===== src/rtl/pc_load_pkg.sv =====
// Shared constants for the PC load logic: branch-type indices, strobe vector type
// and the default statistics counter width.
package pc_load_pkg;

  localparam int BR_BEQ  = 0;
  localparam int BR_BNE  = 1;
  localparam int BR_BLTZ = 2;
  localparam int BR_BGTZ = 3;
  localparam int BR_BLEZ = 4;
  localparam int NUM_BR  = 5;

  localparam int CNT_W_DEFAULT = 32;

  typedef logic [NUM_BR-1:0] br_vec_t;

  // Number of branch strobes raised in one cycle.
  function automatic logic [2:0] strobe_count(input br_vec_t s);
    logic [2:0] n;
    n = '0;
    for (int i = 0; i < NUM_BR; i++) begin
      n = n + {2'b00, s[i]};
    end
    return n;
  endfunction

endpackage


===== src/rtl/br_cond_eval.sv =====
// Purely combinational branch-condition evaluator: maps the ALU flags and the
// per-type branch strobes onto a per-type taken vector.
module br_cond_eval
  import pc_load_pkg::*;
(
  input  logic    nf,
  input  logic    zf,
  input  br_vec_t strobe,
  output br_vec_t taken
);

  // NF and ZF together are not filtered: each equation is applied literally.
  always_comb begin
    taken          = '0;
    taken[BR_BEQ]  = strobe[BR_BEQ]  & zf;
    taken[BR_BNE]  = strobe[BR_BNE]  & ~zf;
    taken[BR_BLTZ] = strobe[BR_BLTZ] & nf;
    taken[BR_BGTZ] = strobe[BR_BGTZ] & ~nf & ~zf;
    taken[BR_BLEZ] = strobe[BR_BLEZ] & (nf | zf);
  end

endmodule


===== src/rtl/pc_load_logic.sv =====
// Branch resolution and PC write enable for the multi-cycle MIPS datapath.
// Optional branch statistics counters are enabled by defining PC_LOAD_STATS_EN.
module pc_load_logic
  import pc_load_pkg::*;
#(
  parameter int CNT_W = CNT_W_DEFAULT
)
(
  input  logic             CLK,
  input  logic             RST,
  input  logic             NF_OUT,
  input  logic             ZF_OUT,
  input  logic             PCWrite_BLTZ,
  input  logic             PCWrite_BGTZ,
  input  logic             PCWrite_BLEZ,
  input  logic             PCWrite_BNE,
  input  logic             PCWrite_BEQ,
  input  logic             PC_EN,
  output logic             PC_LOAD,
  output logic             BR_TAKEN,
  output logic             BR_TAKEN_Q,
  output logic             MULTI_BR
`ifdef PC_LOAD_STATS_EN
  ,
  output logic [CNT_W-1:0] BR_CNT,
  output logic [CNT_W-1:0] BR_TAKEN_CNT
`endif
);

  if (CNT_W < 1) begin : g_bad_cnt_w
    $error("pc_load_logic: CNT_W must be at least 1");
  end

  br_vec_t strobe;
  br_vec_t taken_vec;

  always_comb begin
    strobe          = '0;
    strobe[BR_BEQ]  = PCWrite_BEQ;
    strobe[BR_BNE]  = PCWrite_BNE;
    strobe[BR_BLTZ] = PCWrite_BLTZ;
    strobe[BR_BGTZ] = PCWrite_BGTZ;
    strobe[BR_BLEZ] = PCWrite_BLEZ;
  end

  br_cond_eval u_br_cond_eval (
    .nf     (NF_OUT),
    .zf     (ZF_OUT),
    .strobe (strobe),
    .taken  (taken_vec)
  );

  // No priority among strobes; MULTI_BR only flags the overlap.
  assign BR_TAKEN = |taken_vec;
  assign PC_LOAD  = PC_EN | BR_TAKEN;
  assign MULTI_BR = (strobe_count(strobe) >= 3'd2);

  always_ff @(posedge CLK or negedge RST) begin
    if (!RST) begin
      BR_TAKEN_Q <= 1'b0;
    end else begin
      BR_TAKEN_Q <= BR_TAKEN;
    end
  end

`ifdef PC_LOAD_STATS_EN
  logic [CNT_W-1:0] br_cnt;
  logic [CNT_W-1:0] br_taken_cnt;

  // Both counters stick at all-ones rather than wrapping.
  always_ff @(posedge CLK or negedge RST) begin
    if (!RST) begin
      br_cnt       <= '0;
      br_taken_cnt <= '0;
    end else begin
      if ((|strobe) && (br_cnt != {CNT_W{1'b1}})) begin
        br_cnt <= br_cnt + CNT_W'(1);
      end
      if (BR_TAKEN && (br_taken_cnt != {CNT_W{1'b1}})) begin
        br_taken_cnt <= br_taken_cnt + CNT_W'(1);
      end
    end
  end

  assign BR_CNT       = br_cnt;
  assign BR_TAKEN_CNT = br_taken_cnt;
`endif

endmodule


===== config.mk =====
export PLATFORM = sky130hd
export DESIGN_NAME = pc_load_logic
export DESIGN_NICKNAME = d
export VERILOG_FILES = /design/src/rtl/pc_load_pkg.sv /design/src/rtl/br_cond_eval.sv /design/src/rtl/pc_load_logic.sv
export SDC_FILE = /design/constraint.sdc
export NUM_CORES = 1
export LEC_CHECK = 0
export ABC_AREA = 1
export BUFFER_PORTS_ARGS = -buffer_cell sky130_fd_sc_hd__buf_4
export CORE_AREA = 2 2 39 41
export DETAILED_ROUTE_END_ITERATION = 16
export DIE_AREA = 0 0 41 43
export PLACE_DENSITY = 0.34
export SETUP_SLACK_MARGIN = 0.3
export SYNTH_ARGS = -nofsm -noshare
export SYNTH_HDL_FRONTEND = slang
export SYNTH_SLANG_ARGS = --single-unit

===== constraint.sdc =====
create_clock -name CLK -period 1.7 [get_ports CLK]
set_input_delay 0.34 -clock CLK [delete_from_list [all_inputs] [get_ports CLK]]
set_output_delay 0.34 -clock CLK [all_outputs]
set_load 0.05 [all_outputs]

==> results of run 1 <==
## metal layers
layer	part of all wire (%)	wire length, um	up-vias
met1	43	164	74
li1	-	-	98
met3	15	56	0
met5	0	0	-
met2	43	164	10
met4	0	0	0
## layout make-up
cell class / count / area, um^2 / share of cell area (%)
flip-flops and latches: 1 / 25.02 / 7.380
multi-input cells: 16 / 121.4 / 35.79
well taps: 16 / 20.02 / 5.904
inverters: 7 / 33.78 / 9.963
repair buffers: 15 / 138.9 / 40.96
## worst max-delay path: cells and delay by family
family                     cells  cell delay, ns
and+or+nand+nor                1            0.06
adders and majority gates      2            0.75
AOI/OAI and AO/OA              1            0.13
buffers and inverters          4            0.29
## logic make-up (layout without fill, tap and decap cells)
kind of cell	count (synthesis)	after routing
adder cells (fa/ha/maj)	2	2
AO/OA/AOI/OAI	1	1
flip-flops	1	1
buffers and inverters	7	22
AND/OR/NAND/NOR	13	13
## final timing paths
kind                               from          to  slack, ns  cells past startpoint
max                        PCWrite_BLTZ    MULTI_BR      -0.22                      8
min                                 RST  BR_TAKEN_Q       0.12                      1
max in group asynchronous           RST  BR_TAKEN_Q       1.50                      1
min in group CLK                 ZF_OUT  BR_TAKEN_Q       0.72                      5
## cells in the mapped netlist
cell,number
a21oi_1,1
nand3_1,1
nand2_1,6
nor2_1,6
fa_1,1
ha_1,1
dfrtp_1,1
inv_1,7
## metrics by stage
| stage | hold slack [ns] | setup WS [ns] | utilization, % | total power, uW |
|---|---|---|---|---|
| 3_3_place_gp | 0.1158 | -0.4042 | 20.98 | 129.6 |
| 2_1_floorplan | 0.04441 | -0.1342 | - | 88.86 |
| 6_report | 0.1151 | -0.2181 | 24.50 | 156.0 |
| 4_1_cts | 0.1161 | -0.3193 | 23.06 | 141.7 |
| 5_1_grt | 0.1183 | -0.2686 | 24.50 | 166.8 |
| 3_5_place_dp | 0.1159 | -0.3942 | 20.98 | 129.3 |
## where the power goes
part / leakage [uW] / switching, uW / internal, uW
sequential: 0.0000102 / 0.429 / 26.1
combinational: 0.000166 / 68.8 / 60.6
clock: 0 / 0 / 0
## timing repair
action,CTS,global route
setup endpoints to repair,3,3
gates resized for setup,9,4
pin swaps,5,3
==> results by group, run 1 <==
Synthesis
  – Main combinational cell family by area after synthesis: simple AND/OR/NAND/NOR gates
  – FF+latch count, synth: 1
  – Mux contribution to synthesized area: 0%
  – Ranking of synthesized cells by area: inv_1 (19%), dfrtp_1 (18%), nand2_1 (16%)
  – Syn_nets: 36
  – Adder-cell share of the synthesized area: 23.42%
  – Syn_area_per_cell: 5.787 um^2
  – Xor/xnor share of the synthesized area: 0%
  – Post-Syn Instances: 24
  – Distinct cells, synth: 8
  – Compound-Gate Fraction of Synth Area: 3.604%
  – Post-Synthesis Cell Area: 138.9 um^2
  – Proportion of netlist area held by the largest area contributor: 18.92%
  – Post-synthesis simple-gate area fraction: 36.04%
  – Post-synth top area cell: inv_1
  – Sequential-to-total area share from yosys stat: 18.02%
  – Yosys synthesis warning count: 0

Floorplan
  – FP Rows: 14
  – Die Area: 1763 um^2
  – Initial core utilization: 10.04%
  – Height of the die: 43 um
  – Die width: 41 um
  – Core Area: 1384 um^2
  – IO Pins: 14

Cells and area
  – Final non-filler cell total: 55
  – Layout cells sized above 1: 58.97%
  – Most common cell after layout, fill and taps aside: buf_4
  – Synthesis-to-layout area growth: 144.1%
  – Antenna cells: 0
  – Reg with most FFs: BR_TAKEN_Q
  – Max reg flops: 1
  – Final-stage net count: 53
  – Top flop regs: BR_TAKEN_Q (1)
  – # fillers: 168
  – Most frequent cells in the layout: buf_4 (10), nor2_1 (5), nand2_1 (5)
  – Final instance area: 339.1 um^2

STA
  – Count of final max-slew check failures: 0
  – Post-layout minimum cycle time: 1.918 ns
  – Crit share post-route: 112.8%
  – Min setup slack post-route: -0.2181 ns
  – Peak Freq: 521.3 MHz
  – RSZ-0062 raised after global routing: yes
  – TNS Setup: -0.2181 ns
  – Hold Vio Cnt, Final: 0
  – Setup Viol. Count Final: 1
  – Slew margin rel.: 90.54%
  – Worst-Margin Slew: 0.1415 ns

Worst setup path
  – Most used cell, CP: inv_2
  – Crit path DAT: 1.58 ns
  – Critical Path, Cell by Cell: buf_6 -> inv_2 -> fa_1 -> inv_2 -> ha_4 -> a21oi_4 -> nand2_4 -> buf_8
  – Startpoint Class: input pin
  – Required time of the critical path: 1.36 ns
  – Slowest cell on crit path: fa_1
  – Critical Path Sink Type: output port
  – WS Path Type: in2out
  – Crit-path max cell delay: 0.54 ns
  – CP Max Fanout: 2

Route
  – Drt first pass iters: 2
  – DRT antenna net count: 0
  – Total wire length: 385 um
  – Vias per cell: 3.309
  – 1st-iter DRT viols: 1
  – WL per Instance: 7.000 um
  – DRC Markers: 0
  – Via count: 182

Flow run
  – Max-Cap Viols: 0

Placement
  – Port buffer count: 13
  – Cell area after placement: 290.3 um^2
  – GP Congestion: 0.5566
  – Post-DP HPWL: 340.2 um
  – Placed insts: 55

Global routing
  – Busiest grt layer: met1
  – GR met3 Demand/Resource: 0.5236%
  – Total track usage: 4.304%
  – GR met1 Demand/Resource: 6.688%
  – Largest net degree at the start of global routing: 5
  – Vias in the first global route: 167
  – Global route overflow: 0
  – Global Route met2 Usage: 6.563%
  – Initial antenna violation count: 0
  – Global-route wire length before repair: 579 um

Clock tree
  – Postcts setup bufs: 0
  – Clk slew on worst S/H paths: 0 ns
  – Cts hold-fix bufs: 0

Power
  – Leakage: 0.0001764 uW
  – Peak supply drop: 0.0001593 V
  – Power per cell area: 460.0 nW/um^2

Run status
  – Status: finished with violations
  – Failing checks: setup timing

Min path
  – HP Class: in2async
Note: power is estimated with default switching activity, not from simulation.
==> inputs of run 2 (changes only) <==
REMOVE_ABC_BUFFERS = 1   (was unset)
==> run 2 against run 1 <==
Compared with the run above: the flow still finishes with violations (setup timing); sequential share of layout area rose by 0.11 points; utilization fell by 0.36 points; global-route usage rose by 0.60 points; wire length rose by 4.9%; combinational power fell by 9%; final cell count rose by 3.6%; sequential cell count did not move; final area fell by 1.5%; largest cell class unchanged.
==> results by group, run 2 (synthesized netlist as in run 1, its figures left out) <==
STA
  – Setup Viol. Count Final: 1 (unchanged)
  – Worst-Margin Slew: 0.1294 ns (-0.01201 ns)
  – Peak Freq: 523.0 MHz (+0.31%)
  – Post-layout minimum cycle time: 1.912 ns (-0.005939 ns)
  – Slew margin rel.: 91.34% (+0.80 points)
  – TNS Setup: -0.2122 ns (+0.005939 ns)
  – Crit share post-route: 112.5% (-0.35 points)
  – Hold Vio Cnt, Final: 0 (unchanged)
  – RSZ-0062 raised after global routing: yes
  – Min setup slack post-route: -0.2122 ns (+0.005939 ns)
  – Worst hold slack: 0.1156 ns (+0.0005120 ns)
  – Count of final max-slew check failures: 0 (unchanged)

Cells and area
  – Most frequent cells in the layout: buf_4 (13), nand2_1 (5), inv_1 (4), nor2_1 (4), buf_6 (3)
  – Layout cells sized above 1: 60.98% (+2.0 points)
  – Antenna cells: 0 (unchanged)
  – Most common cell after layout, fill and taps aside: buf_4
  – Final instance area: 334.1 um^2 (-1.5%)
  – Top flop regs: BR_TAKEN_Q (1)
  – Final-stage net count: 55 (+3.8%)
  – Synthesis-to-layout area growth: 140.5%
  – Max reg flops: 1 (unchanged)
  – Final non-filler cell total: 57 (+3.6%)
  – Reg with most FFs: BR_TAKEN_Q

Worst setup path
  – Crit path buf inv count: 4 (unchanged)
  – Startpoint Class: input pin
  – Critical Path, Cell by Cell: buf_8 -> inv_4 -> fa_1 -> inv_2 -> ha_4 -> a21oi_2 -> nand2_1 -> buf_6
  – Crit-path max cell delay: 0.54 ns (about the same)
  – Largest delay contributor family on the critical path: adder cells
  – CP Max Fanout: 2 (unchanged)
  – WS Path Type: in2out
  – Slowest cell on crit path: fa_1
  – Crit path DAT: 1.57 ns (about the same)
  – Required time of the critical path: 1.36 ns (about the same)
  – Critical Path Sink Type: output port

Route
  – Total wire length: 404 um (+4.9%)
  – DRC Markers: 0 (unchanged)
  – Vias per cell: 3.404 (+2.9%)
  – 1st-iter DRT viols: 1 (unchanged)
  – DRT antenna net count: 0 (unchanged)
  – WL per Instance: 7.088 um (+1.3%)
  – Drt first pass iters: 2 (unchanged)
  – Via count: 194 (+6.6%)

Placement
  – Post-DP HPWL: 363.5 um (+6.8%)
  – GP Congestion: 0.5889 (+5.8%)
  – Cell area after placement: 271.5 um^2 (-6.5%)
  – Port buffer count: 13 (unchanged)
  – Placed insts: 55 (unchanged)

Floorplan
  – Height of the die: 43 um (unchanged)
  – Die Area: 1763 um^2 (unchanged)
  – FP Rows: 14 (unchanged)
  – Die width: 41 um (unchanged)
  – IO Pins: 14 (unchanged)
  – Core Area: 1384 um^2 (unchanged)
  – Initial core utilization: 10.04% (unchanged)

Global routing
  – Global route overflow: 0 (unchanged)
  – Total track usage: 4.900% (+0.60 points)
  – Largest net degree at the start of global routing: 5 (unchanged)
  – Global-route wire length before repair: 655 um (+13%)
  – Vias in the first global route: 176 (+5.4%)
  – Initial antenna violation count: 0 (unchanged)

Clock tree
  – Clk slew on worst S/H paths: 0 ns (unchanged)
  – Cts hold-fix bufs: 0 (unchanged)

Power
  – Power per cell area: 431.5 nW/um^2 (-6.2%)
  – Total power: 144.2 uW (-7.6%)
  – Peak supply drop: 0.00007603 V (-52%)
  – Leakage: 0.0001765 uW (about the same)

Flow run
  – Max-Cap Viols: 0 (unchanged)

Run status
  – Failing checks: setup timing
  – Status: finished with violations

Min path
  – HP Class: in2async
## run 2: what timing repair did
action	4_1_cts	5_1_grt
buffers inserted	1	1
endpoints found under the setup margin	3	3
gates cloned	0	0
pin swaps	7	6
gates resized for setup	7	8
## run 2: report_power, final
part / internal, uW / switching [uW]
clock: 0 / 0
combinational: 54.6 / 62.9
sequential: 26.2 / 0.513
## run 2: path summary, 6_finish.rpt
path | slack, ns | endpoint | cells past startpoint | startpoint
setup / recovery | -0.21 | MULTI_BR | 8 | PCWrite_BGTZ
hold / removal | 0.12 | BR_TAKEN_Q | 1 | RST
max in group asynchronous | 1.50 | BR_TAKEN_Q | 1 | RST
min in group CLK | 0.83 | BR_TAKEN_Q | 1 | BR_TAKEN_Q
## run 2: through the flow
stage	util, %	worst slack (ns)
after global routing	24.14	-0.2778
final	24.14	-0.2122
after floorplan	-	-0.2545
after CTS	21.52	-0.2919
after global placement	19.62	-0.3626
after detailed placement	19.62	-0.3464
## run 2: metal layers
layer	vias up	track usage [%]	share of wire, %
met5	-	0	0
met4	0	0	0
met2	10	7.813	47
li1	103	-	-
met1	81	7.619	38
met3	0	0	14
## run 2: area by class of cell
class / count / area (um^2)
multi-input cells: 16 / 111.4
fillers: 161 / 1050
flip-flops and latches: 1 / 25.02
well taps: 16 / 20.02
repair buffers: 17 / 146.4
inverters: 7 / 31.28
